[config.mk]
export PLATFORM = sky130hd
export DESIGN_NAME = switch_reader
export DESIGN_NICKNAME = d
export VERILOG_FILES = /design/src/rtl/switch_reader_pkg.sv /design/src/rtl/sync_chain.sv /design/src/rtl/switch_reader.sv
export SDC_FILE = /design/constraint.sdc
export NUM_CORES = 1
export LEC_CHECK = 0
export CELL_PAD_IN_SITES_DETAIL_PLACEMENT = 0
export CELL_PAD_IN_SITES_GLOBAL_PLACEMENT = 1
export CORE_MARGIN = 5
export CORE_UTILIZATION = 39
export CTS_CLUSTER_SIZE = 14
export DETAILED_ROUTE_END_ITERATION = 6
export PLACE_DENSITY = 0.86
export SLEW_MARGIN = 20
export SYNTH_ARGS = -nofsm -noshare
export SYNTH_HDL_FRONTEND = slang
export SYNTH_SLANG_ARGS = --single-unit
[constraint.sdc]
create_clock -name clk -period 1.59 [get_ports clk]
set_clock_uncertainty 0.2 [all_clocks]
set_input_delay 0.318 -clock clk [delete_from_list [all_inputs] [get_ports clk]]
set_output_delay 0.318 -clock clk [all_outputs]
set_load 0.01 [all_outputs]
[src/rtl/switch_reader_pkg.sv]
// switch_reader_pkg: shared state type and default parameters for the switch reader.
package switch_reader_pkg;
  typedef enum logic {ACQUIRE, TRACK} state_e;
  localparam int DEF_WIDTH = 3;
  localparam int DEF_SYNC_STAGES = 2;
  localparam int DEF_STABLE_CYCLES = 4;
endpackage

[src/rtl/sync_chain.sv]
// sync_chain: multi-bit flop synchroniser for asynchronous pin inputs.
module sync_chain #(
  parameter int WIDTH = 1,
  parameter int STAGES = 2
) (
  input  logic             clk,
  input  logic             rst,
  input  logic [WIDTH-1:0] d,
  output logic [WIDTH-1:0] q
);
  logic [STAGES-1:0][WIDTH-1:0] stage_q;
  logic [STAGES-1:0][WIDTH-1:0] stage_d;
  always_comb stage_d = {stage_q[STAGES-2:0], d};
  always_ff @(posedge clk) begin
    if (rst) stage_q <= '0;
    else stage_q <= stage_d;
  end
  assign q = stage_q[STAGES-1];
endmodule

[src/rtl/switch_reader.sv]
// switch_reader: synchronises and debounces the slide-switch bank into a clean code with a change strobe.
module switch_reader
  import switch_reader_pkg::*;
#(
  parameter int WIDTH = DEF_WIDTH,
  parameter int SYNC_STAGES = DEF_SYNC_STAGES,
  parameter int STABLE_CYCLES = DEF_STABLE_CYCLES
) (
  input  logic             clk,
  input  logic             rst,
  input  logic             enable,
  input  logic [WIDTH-1:0] switch_raw,
  output logic [WIDTH-1:0] switch,
  output logic             valid,
  output logic             changed
);
  localparam int CW = $clog2(STABLE_CYCLES + 1);
  localparam logic [CW-1:0] FULL = CW'(STABLE_CYCLES);
  logic [WIDTH-1:0] s, cand_q, cand_d, switch_q, switch_d;
  logic [CW-1:0] cnt_q, cnt_d;
  logic valid_q, valid_d, changed_q, changed_d, commit;
  state_e state_q, state_d;
  sync_chain #(.WIDTH(WIDTH), .STAGES(SYNC_STAGES)) u_sync (
    .clk(clk), .rst(rst), .d(switch_raw), .q(s)
  );
  // Commit is decided on the edge the counter reaches full, so it lands together with the last count.
  always_comb begin
    cand_d = enable ? s : cand_q;
    cnt_d = !enable ? cnt_q : (s != cand_q) ? CW'(1) : (cnt_q < FULL) ? cnt_q + 1'b1 : cnt_q;
    commit = enable && (cnt_d == FULL) && (state_q == ACQUIRE || cand_d != switch_q);
  end
  always_comb state_d = commit ? TRACK : state_q;
  always_comb begin
    switch_d = commit ? cand_d : switch_q;
    valid_d = valid_q | commit;
    changed_d = commit;
  end
  always_ff @(posedge clk) begin
    if (rst) begin
      cand_q <= '0;
      cnt_q <= '0;
      state_q <= ACQUIRE;
      switch_q <= '0;
      valid_q <= 1'b0;
      changed_q <= 1'b0;
    end else begin
      cand_q <= cand_d;
      cnt_q <= cnt_d;
      state_q <= state_d;
      switch_q <= switch_d;
      valid_q <= valid_d;
      changed_q <= changed_d;
    end
  end
  assign switch = switch_q;
  assign valid = valid_q;
  assign changed = changed_q;
endmodule

==> results.sh, run 1 <==
export IMPL_status="complete, no violations"
export IMPL_relSlewSlack_pct=81.26
export IMPL_finalPower_uw=873.0
export IMPL_hold_class="register to register"
export IMPL_critPathRequiredTime_ps=1610
export IMPL_ir_drop_v=0.0005558
export IMPL_ys_ff_latch=18
export IMPL_dp_slack_ps=-426.7
export IMPL_cts_hold_buf=0
export IMPL_rows=15
export IMPL_maxSlewViolCount=0
export IMPL_io_buffers=10
export IMPL_synthCells=75
export IMPL_finalCriticalPeriod_ps=1509
export IMPL_place_area_um2=917.1
export IMPL_drt_wl_total_mm=1.597
export IMPL_via_count=603
export IMPL_worstPathMaxFanout=4
export IMPL_grt_max_degree=11
export IMPL_p_int_uw=664.8
export IMPL_insertion_delay_ps=290
export IMPL_switchingPower_uw=208.2
export IMPL_grt_pass1_vias=588
export IMPL_grt_pass1_wl_mm=2.718
export IMPL_async_reset_ff_share_pct=0
export IMPL_synth_edf_count=0
export IMPL_layout_setup_ws_ps=80.75
export IMPL_p_leak_uw=0.0004247
export IMPL_whs_ps=249.0
export IMPL_die_area_mm2=0.002898
export IMPL_ios=11
export IMPL_grt_total_usage_pct=13.58
export IMPL_dieWidth_um=53.84
export IMPL_drive_gt1_share_pct=31.58
export IMPL_die_h_um=53.84
export IMPL_period_share_pct=94.92
export IMPL_syn_avg_cell_area_um2=9.993
export IMPL_via_per_inst=5.025
export IMPL_tightest_slew_ps=280.3
export IMPL_pwr_share_seq_pct=54.8
export IMPL_design_area_mm2=0.001051
export IMPL_seq_area_frac_synth_pct=48.08
export IMPL_comb_power_share_pct=12.9
export IMPL_drc=0
export IMPL_synthFlopType="dfxtp_1"
export IMPL_critPathLaunchType="register"
export IMPL_crit_type="register to register"
export IMPL_power_density_mw_per_mm2=830.6
export IMPL_drv_cap=0
export IMPL_root_buffer="clkbuf_4"
export IMPL_place_hpwl_mm=1.124
export IMPL_critPathArrivalTime_ps=1530
export IMPL_nets=103
export IMPL_cts_buffers=3
export IMPL_timing_fmax_mhz=662.6
export IMPL_antenna_cells=0
export IMPL_clk_pin_slew_ps=100
export IMPL_synth_nets=82
export IMPL_gp_congestion=0.7483
export IMPL_core_mm2=0.001783
export IMPL_finalSetupViolations=0
export IMPL_p_clk_share_pct=32.3
export IMPL_final_common_cell="dfxtp_1"
export IMPL_dr_pass1_iters=4
export IMPL_cts_tree="done"
export IMPL_crit_path_end_kind="register"
export IMPL_clock_path_buffers=2
export IMPL_drtAntennaViolNets=0
export IMPL_area_growth_pct=40.23
export IMPL_grt_overflow=0
export IMPL_synth_area_um2=749.5
export IMPL_swShare_pct=23.85
export IMPL_yosysUniqueCellTypes=28
export IMPL_layout_common_cells="dfxtp_1, buf_4, nor2b_1"
export IMPL_cts_max_level=1
export IMPL_antenna_found_initial=0
export IMPL_yosysWarnings=0
export IMPL_clock_sinks=18
export IMPL_initial_core_util_pct=42.04
export IMPL_avgRoutedWirePerCell_um=13.31
export IMPL_finalHoldViolCount=0
export IMPL_first_iter_violations=11
worst paths after layout:
kind	from	end	slack (ps)	depth (start not counted)
min	u_sync.stage_d[4]	u_sync.q[1]	250	1
min reg2reg	u_sync.stage_d[4]	u_sync.q[1]	250	1
max	u_sync.q[0]	switch[2]	80	5
max reg2reg	u_sync.q[0]	switch[2]	80	5
registers in the layout, indices dropped and copies added (netlist names):
name            flops
valid               1
switch              3
state_q             1
cnt_q               3
u_sync.stage_d      3
cand_q              3
changed             1
u_sync.q            3
layout make-up:
class	instances	area (µm²)
Fill cell	158	732.0
Clock buffer	4	36.28
Inverter	4	15.01
Sequential cell	18	362.8
Tap cell	25	31.28
Timing Repair Buffer	20	171.4
Multi-Input combinational cell	49	434.2
layer usage:
metal,global-route usage [%],share of wire [%],routed length (µm)
met1,15.59,42,678
met2,22.78,52,833
met3,4.986,4.1,66
met4,5.106,1.2,19
met5,0,0,0
synth_stat cells, types with 2 or more instances:
library cell | number | area share [%]
inv_1 | 4 | 2.0
xnor2_1 | 6 | 7.0
nor2b_1 | 7 | 5.8
nand3_1 | 4 | 2.7
o21ai_0 | 3 | 2.0
a21oi_1 | 6 | 4.0
dfxtp_1 | 18 | 48
nor2_1 | 5 | 2.5
clkbuf_1 | 2 | 1.0
mux2i_1 | 2 | 2.7
stage by stage:
step / util, % / setup TNS, ps / instances
after detailed placement: 51.44 / -1947 / 114
after floorplan: - / 0 / 75
final: 58.95 / 0 / 120
after CTS: 57.26 / 0 / 120
after global routing: 58.95 / -24.53 / 120
after global placement: 51.44 / -1905 / 114
kinds of logic (layout without fill, tap and decap cells):
| kind of cell | Yosys count | in the layout | share of synthesized area [%] |
|---|---|---|---|
| AND/OR/NAND/NOR | 24 | 24 | 20.03 |
| flip-flops | 18 | 18 | 48.08 |
| AO/OA/AOI/OAI | 15 | 15 | 13.52 |
| buffers and inverters | 8 | 28 | 5.174 |
| XOR/XNOR | 6 | 6 | 7.012 |
| multiplexers | 3 | 3 | 4.507 |
| adder cells (fa/ha/maj) | 1 | 1 | 1.669 |
critical path, cell delays in order (launching register included):
cell and delay, ps:
dfxtp_1 460, xnor2_2 170, and4_1 250, buf_4 140, nand3_1 80, a21oi_1 140
power by group through the flow:
stage | clock (µW) | combinational (µW) | sequential, µW
3_3_place_gp | 0 | 93.8 | 483
3_5_place_dp | 0 | 95.8 | 484
2_1_floorplan | 0 | 60.8 | 481
5_1_grt | 322 | 122 | 481
6_report | 282 | 113 | 478
4_1_cts | 286 | 108 | 475
repair_timing:
item | 4_1_cts | 5_1_grt
setup buffers | 2 | 0
endpoints found under the setup margin | 7 | 6
resized for setup | 15 | 8
pin swaps | 3 | 2
(Power assumes the default switching activity.)
==> run 2: changes to the inputs <==
Settings changed: CORE_MARGIN 5 to 8, REMOVE_ABC_BUFFERS set to 1, SKIP_LAST_GASP set to 1.
==> results.sh, run 2 (synthesis results as in run 1) <==
export IMPL_antenna_found_initial=0
export IMPL_period_share_pct=95.57
export IMPL_root_buffer="clkbuf_4"
export IMPL_ir_drop_v=0.0005005
export IMPL_cts_buffers=3
export IMPL_ios=11
export IMPL_critPathLaunchType="register"
export IMPL_status="complete, no violations"
export IMPL_nets=102
export IMPL_cts_tree="done"
export IMPL_grt_pass1_wl_mm=2.477
export IMPL_power_density_mw_per_mm2=878.6
export IMPL_drive_gt1_share_pct=23.40
export IMPL_p_leak_uw=0.0003923
export IMPL_core_mm2=0.001882
export IMPL_pwr_share_seq_pct=55.4
export IMPL_via_count=605
export IMPL_cts_max_level=1
export IMPL_crit_type="register to register"
export IMPL_comb_power_share_pct=11.6
export IMPL_drtAntennaViolNets=0
export IMPL_place_area_um2=927.1
export IMPL_grt_total_usage_pct=9.442
export IMPL_worstPathMaxFanout=4
export IMPL_place_hpwl_mm=1.100
export IMPL_dieWidth_um=59.84
export IMPL_tightest_slew_ps=320.8
export IMPL_swShare_pct=23.56
export IMPL_critPathRequiredTime_ps=1580
export IMPL_area_growth_pct=30.05
export IMPL_finalHoldViolCount=0
export IMPL_avgRoutedWirePerCell_um=12.46
export IMPL_p_int_uw=654.6
export IMPL_gp_congestion=0.8082
export IMPL_grt_overflow=0
export IMPL_cts_hold_buf=0
export IMPL_io_buffers=10
export IMPL_grt_max_degree=11
export IMPL_drt_wl_total_mm=1.508
export IMPL_crit_path_end_kind="register"
export IMPL_switchingPower_uw=201.8
export IMPL_p_clk_share_pct=33.1
export IMPL_relSlewSlack_pct=78.46
export IMPL_die_area_mm2=0.003580
export IMPL_finalCriticalPeriod_ps=1520
export IMPL_clk_pin_slew_ps=100
export IMPL_insertion_delay_ps=300
export IMPL_via_per_inst=5.000
export IMPL_design_area_um2=974.7
export IMPL_clock_sinks=18
export IMPL_timing_fmax_mhz=658.1
export IMPL_drc=0
export IMPL_maxSlewViolCount=0
export IMPL_die_h_um=59.84
export IMPL_clock_path_buffers=2
export IMPL_layout_common_cells="dfxtp_1, buf_4, nor2b_1"
export IMPL_grt_setup_unrepaired="no"
export IMPL_dr_pass1_iters=4
export IMPL_finalSetupViolations=0
export IMPL_hold_class="register to register"
export IMPL_first_iter_violations=21
export IMPL_rows=16
export IMPL_fillers=188
export IMPL_antenna_cells=0
export IMPL_final_common_cell="dfxtp_1"
export IMPL_drv_cap=0
export IMPL_initial_core_util_pct=39.83
export IMPL_post_cts_repair_setup_buffers=0
export IMPL_critPathArrivalTime_ps=1510
export IMPL_grt_pass1_vias=567
export IMPL_final_setup_tns_ps=0
-- run 2: cell types whose count changed in the layout (fill, tap and decap cells not counted), sizes merged --
cell / before / now
buf: 10 / 9
-- run 2: per-layer routing --
layer	wire (µm)	GRT usage, %	share of wire, %	up-vias
met5	0	0	0	-
met4	17	4.422	1.1	0
met3	82	4.731	5.4	3
met2	724	14.92	48	19
met1	684	10.23	45	280
li1	-	-	-	303
-- run 2: stage by stage --
stage / hold slack, ps / power (µW) / cells / utilization, % / setup WS (ps)
finish: 242.3 / 856.4 / 121 / 51.80 / 70.37
detailed placement: 222.0 / 576.9 / 117 / 49.27 / -442.3
global placement: 217.8 / 573.9 / 117 / 49.27 / -391.7
floorplan: 184.2 / 529.3 / 71 / - / 203.3
CTS: 246.1 / 856.7 / 121 / 50.86 / 42.83
global route: 269.4 / 906.7 / 121 / 51.80 / 6.229
-- run 2: area by class of cell --
cell class	count	area (µm²)	area share, %
Sequential cell	18	361.6	37.10
Tap cell	27	33.78	3.466
Multi-Input combinational cell	49	367.9	37.74
Inverter	4	15.01	1.540
Clock buffer	4	36.28	3.723
Timing Repair Buffer	19	160.2	16.43
-- run 2: worst paths after layout --
path,endpoint,slack (ps),depth (start not counted),startpoint
max,switch[1],70,6,cnt_q[0]
min reg2reg,u_sync.q[1],240,1,u_sync.stage_d[4]
min,u_sync.q[1],240,1,u_sync.stage_d[4]
max reg2reg,switch[1],70,6,cnt_q[0]
-- run 2: power groups by stage --
stage / registers [µW] / clock network [µW] / logic [µW]
after floorplan: 481 / 0 / 48.0
after global placement: 482 / 0 / 91.6
after detailed placement: 483 / 0 / 93.8
after CTS: 473 / 290 / 93.7
after global routing: 476 / 323 / 107
final: 474 / 283 / 99.0
-- run 2: worst max-delay path, stage by stage, from the launching register on --
cell and delay [ps]:
dfxtp_2 350, ha_1 310, inv_1 80, a31oi_1 80, buf_4 160, o21ai_0 150
a21oi_1 80
-- run 2: timing repair --
| item | CTS | global route |
|---|---|---|
| pin swaps | 0 | 0 |
| resized for setup | 7 | 6 |
| setup endpoints to repair | 13 | 6 |
